**src/rtl/sync_fifo_ctrl_if.sv**
```systemverilog
// rtl/sync_fifo_ctrl_if.sv - producer/consumer handshake bundle for sync_fifo_ctrl
//
// Purpose: groups the request, data and status signals of sync_fifo_ctrl.
// master : the user side; drives wdata/winc/rinc/flush/err_clr and observes status.
// slave  : the FIFO side; drives rdata and all status flags.
//
// Signals:
//   wdata        [datawidth]    write data
//   winc                        write request
//   rinc                        read request
//   flush                       synchronous flush of all contents
//   err_clr                     synchronous clear of overflow/underflow
//   rdata        [datawidth]    read data
//   wfull, rempty               full / empty
//   almost_full, almost_empty   programmable threshold flags
//   count        [addr_width+1] fill level 0..DEPTH
//   overflow, underflow         sticky error flags
interface sync_fifo_ctrl_if #(
    parameter int datawidth  = 8,
    parameter int addr_width = 3
);
    logic [datawidth-1:0] wdata;
    logic                 winc;
    logic                 rinc;
    logic                 flush;
    logic                 err_clr;
    logic [datawidth-1:0] rdata;
    logic                 wfull;
    logic                 rempty;
    logic                 almost_full;
    logic                 almost_empty;
    logic [addr_width:0]  count;
    logic                 overflow;
    logic                 underflow;

    modport master (
        output wdata, winc, rinc, flush, err_clr,
        input  rdata, wfull, rempty, almost_full, almost_empty, count, overflow, underflow
    );

    modport slave (
        input  wdata, winc, rinc, flush, err_clr,
        output rdata, wfull, rempty, almost_full, almost_empty, count, overflow, underflow
    );
endinterface

```
**src/rtl/sync_fifo_ctrl.sv**
```systemverilog
// rtl/sync_fifo_ctrl.sv - single-clock FIFO with flags, flush, sticky errors and selectable read mode
//
// Purpose: single-clock FIFO of DEPTH = 1 << addr_width words with pointer
// management, fill level, almost-full/almost-empty thresholds, sticky
// overflow/underflow, synchronous flush and registered or fall-through read.
//
// Ports:
//   clk    rising-edge clock for all state
//   rst_n  asynchronous active-low reset (pointers, count, rdata, error flags)
//   fif    sync_fifo_ctrl_if.slave: wdata/winc/rinc/flush/err_clr in,
//          rdata/wfull/rempty/almost_full/almost_empty/count/overflow/underflow out
module sync_fifo_ctrl #(
    parameter int datawidth  = 8,
    parameter int addr_width = 3,
    parameter int fwft       = 0,
    parameter int afull_lvl  = 6,
    parameter int aempty_lvl = 1
) (
    input  logic            clk,
    input  logic            rst_n,
    sync_fifo_ctrl_if.slave fif
);
    localparam int DEPTH = 1 << addr_width;
    localparam int PW    = addr_width + 1;

    localparam logic [addr_width:0] DEPTH_C  = PW'(DEPTH);
    localparam logic [addr_width:0] AFULL_C  = PW'(afull_lvl);
    localparam logic [addr_width:0] AEMPTY_C = PW'(aempty_lvl);
    localparam logic [addr_width:0] ONE_C    = PW'(1);

    // Pointers carry one extra wrap bit above the memory index.
    logic [addr_width:0]   wptr;
    logic [addr_width:0]   rptr;
    logic [addr_width:0]   count_q;
    logic [addr_width-1:0] widx;
    logic [addr_width-1:0] ridx;

    logic [datawidth-1:0]  mem [DEPTH];

    logic wfull_w;
    logic rempty_w;
    logic wr_ok;
    logic rd_ok;
    logic ovf_set;
    logic unf_set;
    logic ovf_q;
    logic unf_q;

    assign widx = wptr[addr_width-1:0];
    assign ridx = rptr[addr_width-1:0];

    // Flags decode the registered count only, so they change only after clk.
    assign wfull_w  = (count_q == DEPTH_C);
    assign rempty_w = (count_q == '0);

    assign wr_ok = fif.winc && !wfull_w  && !fif.flush;
    assign rd_ok = fif.rinc && !rempty_w && !fif.flush;

    // Attempts made while flushing are ignored entirely, errors included.
    assign ovf_set = fif.winc && wfull_w  && !fif.flush;
    assign unf_set = fif.rinc && rempty_w && !fif.flush;

    // Count is kept as its own register so the flag decodes see a single
    // registered source rather than a subtraction of two pointers.
    always_ff @(posedge clk or negedge rst_n) begin
        if (!rst_n) begin
            wptr    <= '0;
            rptr    <= '0;
            count_q <= '0;
        end else if (fif.flush) begin
            wptr    <= '0;
            rptr    <= '0;
            count_q <= '0;
        end else begin
            if (wr_ok) begin
                wptr <= wptr + ONE_C;
            end
            if (rd_ok) begin
                rptr <= rptr + ONE_C;
            end
            case ({wr_ok, rd_ok})
                2'b10:   count_q <= count_q + ONE_C;
                2'b01:   count_q <= count_q - ONE_C;
                default: count_q <= count_q;
            endcase
        end
    end

    // Storage is deliberately not reset.
    always_ff @(posedge clk) begin
        if (wr_ok) begin
            mem[widx] <= fif.wdata;
        end
    end

    // Set beats clear when both happen in the same cycle.
    always_ff @(posedge clk or negedge rst_n) begin
        if (!rst_n) begin
            ovf_q <= 1'b0;
            unf_q <= 1'b0;
        end else begin
            if (ovf_set) begin
                ovf_q <= 1'b1;
            end else if (fif.err_clr) begin
                ovf_q <= 1'b0;
            end
            if (unf_set) begin
                unf_q <= 1'b1;
            end else if (fif.err_clr) begin
                unf_q <= 1'b0;
            end
        end
    end

    generate
        if (fwft != 0) begin : g_fwft
            // Head word is shown directly; forced to zero when nothing is stored.
            assign fif.rdata = rempty_w ? '0 : mem[ridx];
        end else begin : g_reg
            logic [datawidth-1:0] rdata_q;

            // Holds through empty, refused reads and flush.
            always_ff @(posedge clk or negedge rst_n) begin
                if (!rst_n) begin
                    rdata_q <= '0;
                end else if (rd_ok) begin
                    rdata_q <= mem[ridx];
                end
            end

            assign fif.rdata = rdata_q;
        end
    endgenerate

    assign fif.wfull        = wfull_w;
    assign fif.rempty       = rempty_w;
    assign fif.almost_full  = (count_q >= AFULL_C);
    assign fif.almost_empty = (count_q <= AEMPTY_C);
    assign fif.count        = count_q;
    assign fif.overflow     = ovf_q;
    assign fif.underflow    = unf_q;
endmodule
```
**src/flat_wrapper.sv**
```systemverilog
// flat-port wrapper written by rule: the top's interface ports become plain ports
module sync_fifo_ctrl_flat 
#(
    parameter int datawidth  = 8,
    parameter int addr_width = 3,
    parameter int fwft       = 0,
    parameter int afull_lvl  = 6,
    parameter int aempty_lvl = 1
)
  (clk, rst_n, fif_wdata, fif_winc, fif_rinc, fif_flush, fif_err_clr, fif_rdata, fif_wfull, fif_rempty, fif_almost_full, fif_almost_empty, fif_count, fif_overflow, fif_underflow);
  sync_fifo_ctrl_if #(.datawidth(datawidth), .addr_width(addr_width)) fif_i ();
  input  logic clk;
  input  logic rst_n;
  input wire logic [$bits(fif_i.wdata)-1:0] fif_wdata;
  input wire logic [$bits(fif_i.winc)-1:0] fif_winc;
  input wire logic [$bits(fif_i.rinc)-1:0] fif_rinc;
  input wire logic [$bits(fif_i.flush)-1:0] fif_flush;
  input wire logic [$bits(fif_i.err_clr)-1:0] fif_err_clr;
  output wire logic [$bits(fif_i.rdata)-1:0] fif_rdata;
  output wire logic [$bits(fif_i.wfull)-1:0] fif_wfull;
  output wire logic [$bits(fif_i.rempty)-1:0] fif_rempty;
  output wire logic [$bits(fif_i.almost_full)-1:0] fif_almost_full;
  output wire logic [$bits(fif_i.almost_empty)-1:0] fif_almost_empty;
  output wire logic [$bits(fif_i.count)-1:0] fif_count;
  output wire logic [$bits(fif_i.overflow)-1:0] fif_overflow;
  output wire logic [$bits(fif_i.underflow)-1:0] fif_underflow;
  assign fif_i.wdata = fif_wdata;
  assign fif_i.winc = fif_winc;
  assign fif_i.rinc = fif_rinc;
  assign fif_i.flush = fif_flush;
  assign fif_i.err_clr = fif_err_clr;
  assign fif_rdata = fif_i.rdata;
  assign fif_wfull = fif_i.wfull;
  assign fif_rempty = fif_i.rempty;
  assign fif_almost_full = fif_i.almost_full;
  assign fif_almost_empty = fif_i.almost_empty;
  assign fif_count = fif_i.count;
  assign fif_overflow = fif_i.overflow;
  assign fif_underflow = fif_i.underflow;
  sync_fifo_ctrl #(.datawidth(datawidth), .addr_width(addr_width), .fwft(fwft), .afull_lvl(afull_lvl), .aempty_lvl(aempty_lvl)) u_core (.clk(clk), .rst_n(rst_n), .fif(fif_i));
endmodule
```
**config.mk**
```make
export PLATFORM = sky130hd
export DESIGN_NAME = sync_fifo_ctrl_flat
export DESIGN_NICKNAME = d
export VERILOG_FILES = /design/src/rtl/sync_fifo_ctrl_if.sv /design/src/rtl/sync_fifo_ctrl.sv /design/src/flat_wrapper.sv
export SDC_FILE = /design/constraint.sdc
export NUM_CORES = 1
export LEC_CHECK = 0
export CAP_MARGIN = 20
export CORE_ASPECT_RATIO = 2
export CORE_MARGIN = 5
export CORE_UTILIZATION = 61
export DETAILED_ROUTE_END_ITERATION = 12
export GPL_TIMING_DRIVEN = 0
export PLACE_DENSITY = 0.93
export SLEW_MARGIN = 10
export SYNTH_ARGS = -nofsm -noshare
export SYNTH_HDL_FRONTEND = slang
export SYNTH_SLANG_ARGS = --single-unit
```
**constraint.sdc**
```tcl
create_clock -name clk -period 3.49 [get_ports clk]
set_input_delay 0.698 -clock clk [delete_from_list [all_inputs] [get_ports clk]]
set_output_delay 0.698 -clock clk [all_outputs]
set_load 0.01 [all_outputs]
```
==> metrics.csv, run 1 <==
stage,metric,value,unit
run_status,status,completed,
worst_setup_path,startpoint class of the critical path,flop,
worst_setup_path,CP max FO,7,
clock_network,htree depth,3,
finish,layout cells sized above 1,18.49,%
finish,Multi-input gate area,0.001028,mm²
sta,min cycle time layout,2.945,ns
placement,dpl ws,0.5233,ns
worst_setup_path,CP max stage cell,clkdlybuf4s50_1,
die,chip height,117.4,µm
worst_setup_path,crit-path cells,inv_1 -> ha_1 -> or3b_1 -> buf_6 -> inv_6 -> clkdlybuf4s50_1,
worst_setup_path,crit path kind,reg2out,
synthesis,combinational family with the most area after synthesis,multiplexers,
finish,"commonest non-fill, non-tap cell in the layout",edfxtp_1,
global_route,vias in the first global route,2155,
sta,worst setup margin,0.5447,ns
finish,filler cell count,332,
clock_network,CTS tree,built,
sta,"Setup violations, final",0,
synthesis,number of synthesized flops with an enable pin,64,
sta,Worst Hold Slack,0.4785,ns
synthesis,compound-gate portion of the synthesized area,4.692,%
detailed_routing,wire per inst,21.05,µm
synthesis,fraction of registers with async set/reset,23.81,%
clock_network,total CTS buffers,9,
sta,Fmax,339.5,MHz
sta,total negative setup slack,0,ns
power_and_ir_drop,Pleak,1.490,nW
synthesis,Synthesis Warnings,0,
clock_network,clock sinks,84,
clock_network,Clock transition at path regs,0.06,ns
sta,Worst slew margin,38.38,%
finish,FF+latch area,0.002422,mm²
finish,# diodes,0,
detailed_routing,vias,2031,
worst_setup_path,Crit path largest cell delay,0.52,ns
sta,Slew Limit Fails,0,
flow_run,Max Cap Violations,0,
synthesis,"Cell Area, Synth",0.003520,mm²
synthesis,post-synthesis simple-gate area fraction,7.572,%
synthesis,Syn Nets,237,
clock_network,Post-CTS Hold Buffers,0,
clock_network,Clock Tree Buf Depth,2,
synthesis,Syn Area/Cell,16.29,µm²
synthesis,post-synthesis mux area share,12.51,%
detailed_routing,Routed WL,6863,µm
global_route,"Remaining Overflow, GRT",0,
detailed_routing,First DRT Iteration DRCs,136,
sta,Final Hold Viols,0,
detailed_routing,Routed Antenna Nets,0,
synthesis,Syn Inst Count,216,
worst_setup_path,Critical path buffers and inverters,4,
power_and_ir_drop,Peak VDD IR,0.8866,mV
die,Initial Util,62.18,%
global_route,largest net degree at the start of global routing,21,
worst_setup_path,Worst setup EP type,output pin,
worst_setup_path,Worst path top cell family by delay,buffers and inverters,
global_route,first-pass GRT wire length,11100,µm
sta,worst slew pin tran,0.9214,ns
placement,IO buf count,30,
detailed_routing,via-per-instance ratio,6.230,
sta,RSZ-0062 raised after global routing,no,
detailed_routing,DRC violations left,0,
synthesis,Most used DFF post-synth,edfxtp_1,
sta,clock skew,0.01089,ns
worst_hold_path,worst min path class,reg2reg,
synthesis,Synth Register Bits,84,
placement,HPWL Detailed,4771,µm
die,num rows,39,
die,Core ar.,0.005660,mm²
worst_setup_path,WP data arrival,2.25,ns
synthesis,Post-Synth Adder-Cell Area,2.488,%
worst_setup_path,Critical Path RT,2.79,ns
synthesis,post-synthesis sequential area ratio,68.82,%
detailed_routing,Pre-Repair DR Iteration Count,4,
finish,most frequent cells in the layout,"edfxtp_1 (64), clkdlybuf4s50_1 (30), dfrtp_1 (20)",
clock_network,Clock Latency Late Sink,0.34,ns
placement,Placer Congestion,0.8666,
synthesis,Post-Synth XOR/XNOR Area,1.493,%
finish,final instance area,0.004233,mm²
clock_network,post-CTS sizing,0,
finish,Layout area overhead,20.26,%
global_route,GRT Util Overall,20.10,%
die,Ports,32,
finish,Nets,281,
clock_network,setup bufs post-CTS,0,
synthesis,number of library cell types mapped by synthesis,38,
sta,fin crit share,84.39,%
global_route,initial antenna violation count,0,
power_and_ir_drop,pwr dens,741.2,mW/mm²
die,die width,63.71,µm
die,die area,0.007481,mm²
clock_network,root buffer cell,clkbuf_16,
placement,DP Area,0.003930,mm²
-- worst reg2reg max path, stage by stage, from the launching register on --
cell,delay [ns]
dfrtp_1,0.47
inv_1,0.15
ha_1,0.23
nand3b_1,0.14
buf_2,0.25
nand3_1,0.20
nor2_1,0.74
-- state kept, by name, indices dropped and copies added (netlist names) --
name and count:
u_core.rptr 3, u_core.fif.overflow 1, u_core.wptr 3, u_core.fif.rdata 8, u_core.fif.count 4, u_core.mem 64, u_core.fif.underflow 1
-- logic make-up after synthesis --
logic type,count (synthesis)
AO/OA/AOI/OAI,26
XOR/XNOR,6
adder cells (fa/ha/maj),7
buffers and inverters,16
flip-flops,84
multiplexers,24
AND/OR/NAND/NOR,53
-- through the flow --
| stage | utilization, % | power [mW] | cells |
|---|---|---|---|
| finish | 74.78 | 3.137 | 326 |
| detailed placement | 69.43 | 2.212 | 310 |
| global placement | 68.83 | 2.169 | 307 |
| global route | 74.78 | 3.290 | 326 |
| CTS | 74.78 | 3.157 | 326 |
| floorplan | - | 1.839 | 216 |
-- report_power, final --
group	internal (mW)	leakage [nW]	switching, mW
logic	0.474	0.505	0.448
clock network	0.576	0.146	0.370
registers	1.18	0.839	0.0878
total	2.23	1.49	0.906
-- path summary, 6_finish.rpt --
| check | slack [ns] | cells past startpoint | endpoint | start |
|---|---|---|---|---|
| min in group asynchronous | 0.88 | 1 | u_core.rptr[1] | rst_n |
| worst max register to register | 0.92 | 6 | u_core.mem[3][7] | u_core.fif.count[0] |
| worst min-delay path | 0.48 | 2 | u_core.fif.rdata[2] | u_core.fif.rdata[2] |
| max in group asynchronous | 2.05 | 1 | u_core.fif.rdata[2] | rst_n |
| worst max-delay path | 0.54 | 6 | fif_rempty | u_core.fif.count[0] |
| worst min register to register | 0.48 | 2 | u_core.fif.rdata[2] | u_core.fif.rdata[2] |
-- cells in the mapped netlist (3+ instances only) --
| cell type | count | area (µm²) |
|---|---|---|
| nand4_1 | 3 | 18.77 |
| nor2_1 | 10 | 37.54 |
| mux2i_1 | 8 | 80.08 |
| nand2b_1 | 4 | 25.02 |
| edfxtp_1 | 64 | 1922 |
| nor3_1 | 6 | 30.03 |
| buf_2 | 4 | 20.02 |
| xor2_1 | 5 | 43.79 |
| nand3_1 | 7 | 35.03 |
| inv_1 | 5 | 18.77 |
| ha_1 | 7 | 87.58 |
| nand2_1 | 15 | 56.30 |
| dfrtp_1 | 20 | 500.5 |
| o21ai_0 | 10 | 50.05 |
| a21oi_1 | 4 | 20.02 |
| mux4_2 | 16 | 360.4 |
-- metal layers --
| layer | global-route usage, % | wire [µm] |
|---|---|---|
| met5 | 0 | 0 |
| met4 | 10.92 | 223 |
| met3 | 6.023 | 354 |
| met2 | 34.48 | 3903 |
| met1 | 21.41 | 2381 |
-- cell type report --
| type | instances | area share [%] |
|---|---|---|
| flip-flops and latches | 84 | 57.23 |
| multi-input cells | 116 | 24.30 |
| repair buffers | 33 | 7.508 |
| clock buffers | 11 | 5.735 |
| well taps | 61 | 1.803 |
| clock inverters | 5 | 1.419 |
| plain buffers | 10 | 1.360 |
| inverters | 6 | 0.6503 |
Power figures use the tool's default switching activity.
==> run 2: changes to the inputs <==
Settings changed: CORE_UTILIZATION 61 to 51, PLACE_DENSITY 0.93 to 0.84.
Clock period 3.49 ns to 2.4 ns, I/O delays scaled along.
==> run 2 against run 1 <==
Effect of this change: non-clock buffer count is 1 higher; die area is 17% higher; clock skew is 0.0039 ns lower; critical endpoint is now u_core.mem[3][1]; critical path depth is 2 lower; design area is 2.6% higher; combinational power is 50% higher; count of clock-buffer cells in the layout is 2 lower; via count is 2.5% lower.
==> metrics.csv, run 2 (same netlist as run 1, synthesis figures left out) <==
stage,metric,value,unit
run_status,status,completed,
power_and_ir_drop,sw power,1.329,mW
clock_network,Clock Tree Buf Depth,2,
detailed_routing,via-per-instance ratio,5.565,
sta,fin crit share,97.10,%
finish,"commonest non-fill, non-tap cell in the layout",edfxtp_1,
finish,# diodes,0,
die,die area,0.008763,mm²
sta,Fmax,429.1,MHz
clock_network,total CTS buffers,9,
global_route,vias in the first global route,2059,
sta,Final Hold Viols,0,
worst_setup_path,Worst setup EP type,flop,
sta,"Setup violations, final",0,
flow_run,Max Cap Violations,0,
worst_setup_path,WP data arrival,2.29,ns
power_and_ir_drop,Peak VDD IR,0.7717,mV
power_and_ir_drop,Power Internal,3.351,mW
placement,HPWL Detailed,4448,µm
detailed_routing,Pre-Repair DR Iteration Count,4,
die,Core ar.,0.006833,mm²
clock_network,htree depth,3,
finish,layout cells sized above 1,21.05,%
power_and_ir_drop,Clk pwr share,31.5,%
sta,Slew Limit Fails,0,
global_route,first-pass GRT wire length,10670,µm
power_and_ir_drop,switching share of total power,28.40,%
detailed_routing,Routed Antenna Nets,0,
die,Initial Util,51.51,%
worst_hold_path,worst min path class,reg2reg,
power_and_ir_drop,Seq pwr share,39.1,%
sta,min cycle time layout,2.330,ns
worst_setup_path,Critical Path RT,2.36,ns
worst_setup_path,startpoint class of the critical path,primary input,
die,num rows,43,
worst_setup_path,CP max FO,8,
clock_network,Clock transition at path regs,0.06,ns
sta,Worst Hold Slack,0.4861,ns
power_and_ir_drop,pwr dens,1077,mW/mm²
detailed_routing,Routed WL,6820,µm
detailed_routing,wire per inst,19.16,µm
clock_network,Clock Latency Late Sink,0.34,ns
sta,Worst slew margin,37.12,%
power_and_ir_drop,Comb pwr share,29.4,%
sta,total negative setup slack,0,ns
power_and_ir_drop,Final Power,4.679,mW
global_route,GRT Util Overall,17.48,%
clock_network,CTS tree,built,
sta,clock skew,0.007036,ns
placement,IO buf count,30,
finish,Largest register FFs,64,
placement,Placer Congestion,0.8166,
finish,most frequent cells in the layout,"edfxtp_1 (64), clkdlybuf4s50_1 (28), dfrtp_1 (18)",
global_route,initial antenna violation count,0,
sta,worst slew pin tran,0.9397,ns
detailed_routing,DRC violations left,0,
clock_network,root buffer cell,clkbuf_16,
global_route,"Remaining Overflow, GRT",0,
detailed_routing,vias,1981,
global_route,largest net degree at the start of global routing,21,
worst_setup_path,crit path kind,in2reg,
clock_network,clock sinks,84,
finish,Layout area overhead,23.39,%
die,die width,68.74,µm
finish,Nets,282,
die,Ports,32,
power_and_ir_drop,Pleak,1.531,nW
detailed_routing,First DRT Iteration DRCs,154,
clock_network,Post-CTS Hold Buffers,0,
die,chip height,127.5,µm
finish,Top reg by flops,u_core.mem,
[run 2: layout make-up]
class | count | area, µm²
Fill cell | 493 | 2490
Sequential cell | 84 | 2425
Multi-Input combinational cell | 116 | 1057
Buffer | 10 | 63.81
Tap cell | 90 | 112.6
Clock inverter | 7 | 98.84
Clock buffer | 9 | 225.2
Timing Repair Buffer | 34 | 332.8
Inverter | 6 | 27.53
[run 2: routing by layer]
metal	wire (µm)	vias up	global-route usage, %
met2	3692	62	29.86
met1	2700	988	20.83
li1	-	927	-
met4	44	0	5.862
met3	383	4	4.573
met5	0	-	0
[run 2: critical path: stages]
cell             delay (ns)
clkdlybuf4s50_1        0.51
nor2b_1                0.31
nand3_1                0.20
nor2_1                 0.78
[run 2: power by group through the flow]
stage / clock, mW / sequential [mW] / combinational, mW
floorplan: 0 / 1.89 / 0.780
global placement: 0 / 1.86 / 1.29
detailed placement: 0 / 1.87 / 1.34
CTS: 1.49 / 1.83 / 1.39
global route: 1.56 / 1.85 / 1.51
finish: 1.47 / 1.83 / 1.38
[run 2: timing repair]
action / 4_1_cts / 5_1_grt
setup buffers: 3 / 0
endpoints found under the setup margin: 43 / 15
gates resized for setup: 7 / 4
[run 2: final timing paths]
path / startpoint / endpoint / slack (ns) / cells past startpoint
worst min-delay path: u_core.fif.rdata[2] / u_core.fif.rdata[2] / 0.49 / 2
worst max register to register: u_core.fif.count[1] / u_core.mem[3][1] / 0.18 / 6
max in group asynchronous: rst_n / u_core.fif.count[0] / 1.09 / 1
min in group asynchronous: rst_n / u_core.fif.rdata[6] / 0.67 / 1
worst max-delay path: fif_flush / u_core.mem[3][1] / 0.07 / 4
worst min register to register: u_core.fif.rdata[2] / u_core.fif.rdata[2] / 0.49 / 2
[run 2: per-stage QoR]
| step | instance area [µm²] | cells | utilization, % | worst slack [ns] |
|---|---|---|---|---|
| 2_1_floorplan | 3520 | 216 | - | 0.1136 |
| 3_3_place_gp | 3933 | 336 | 57.55 | -0.9649 |
| 3_5_place_dp | 3966 | 337 | 58.05 | -0.2972 |
| 4_1_cts | 4327 | 356 | 63.32 | 0.03033 |
| 5_1_grt | 4343 | 356 | 63.56 | -0.004940 |
| 6_report | 4343 | 356 | 63.56 | 0.06972 |
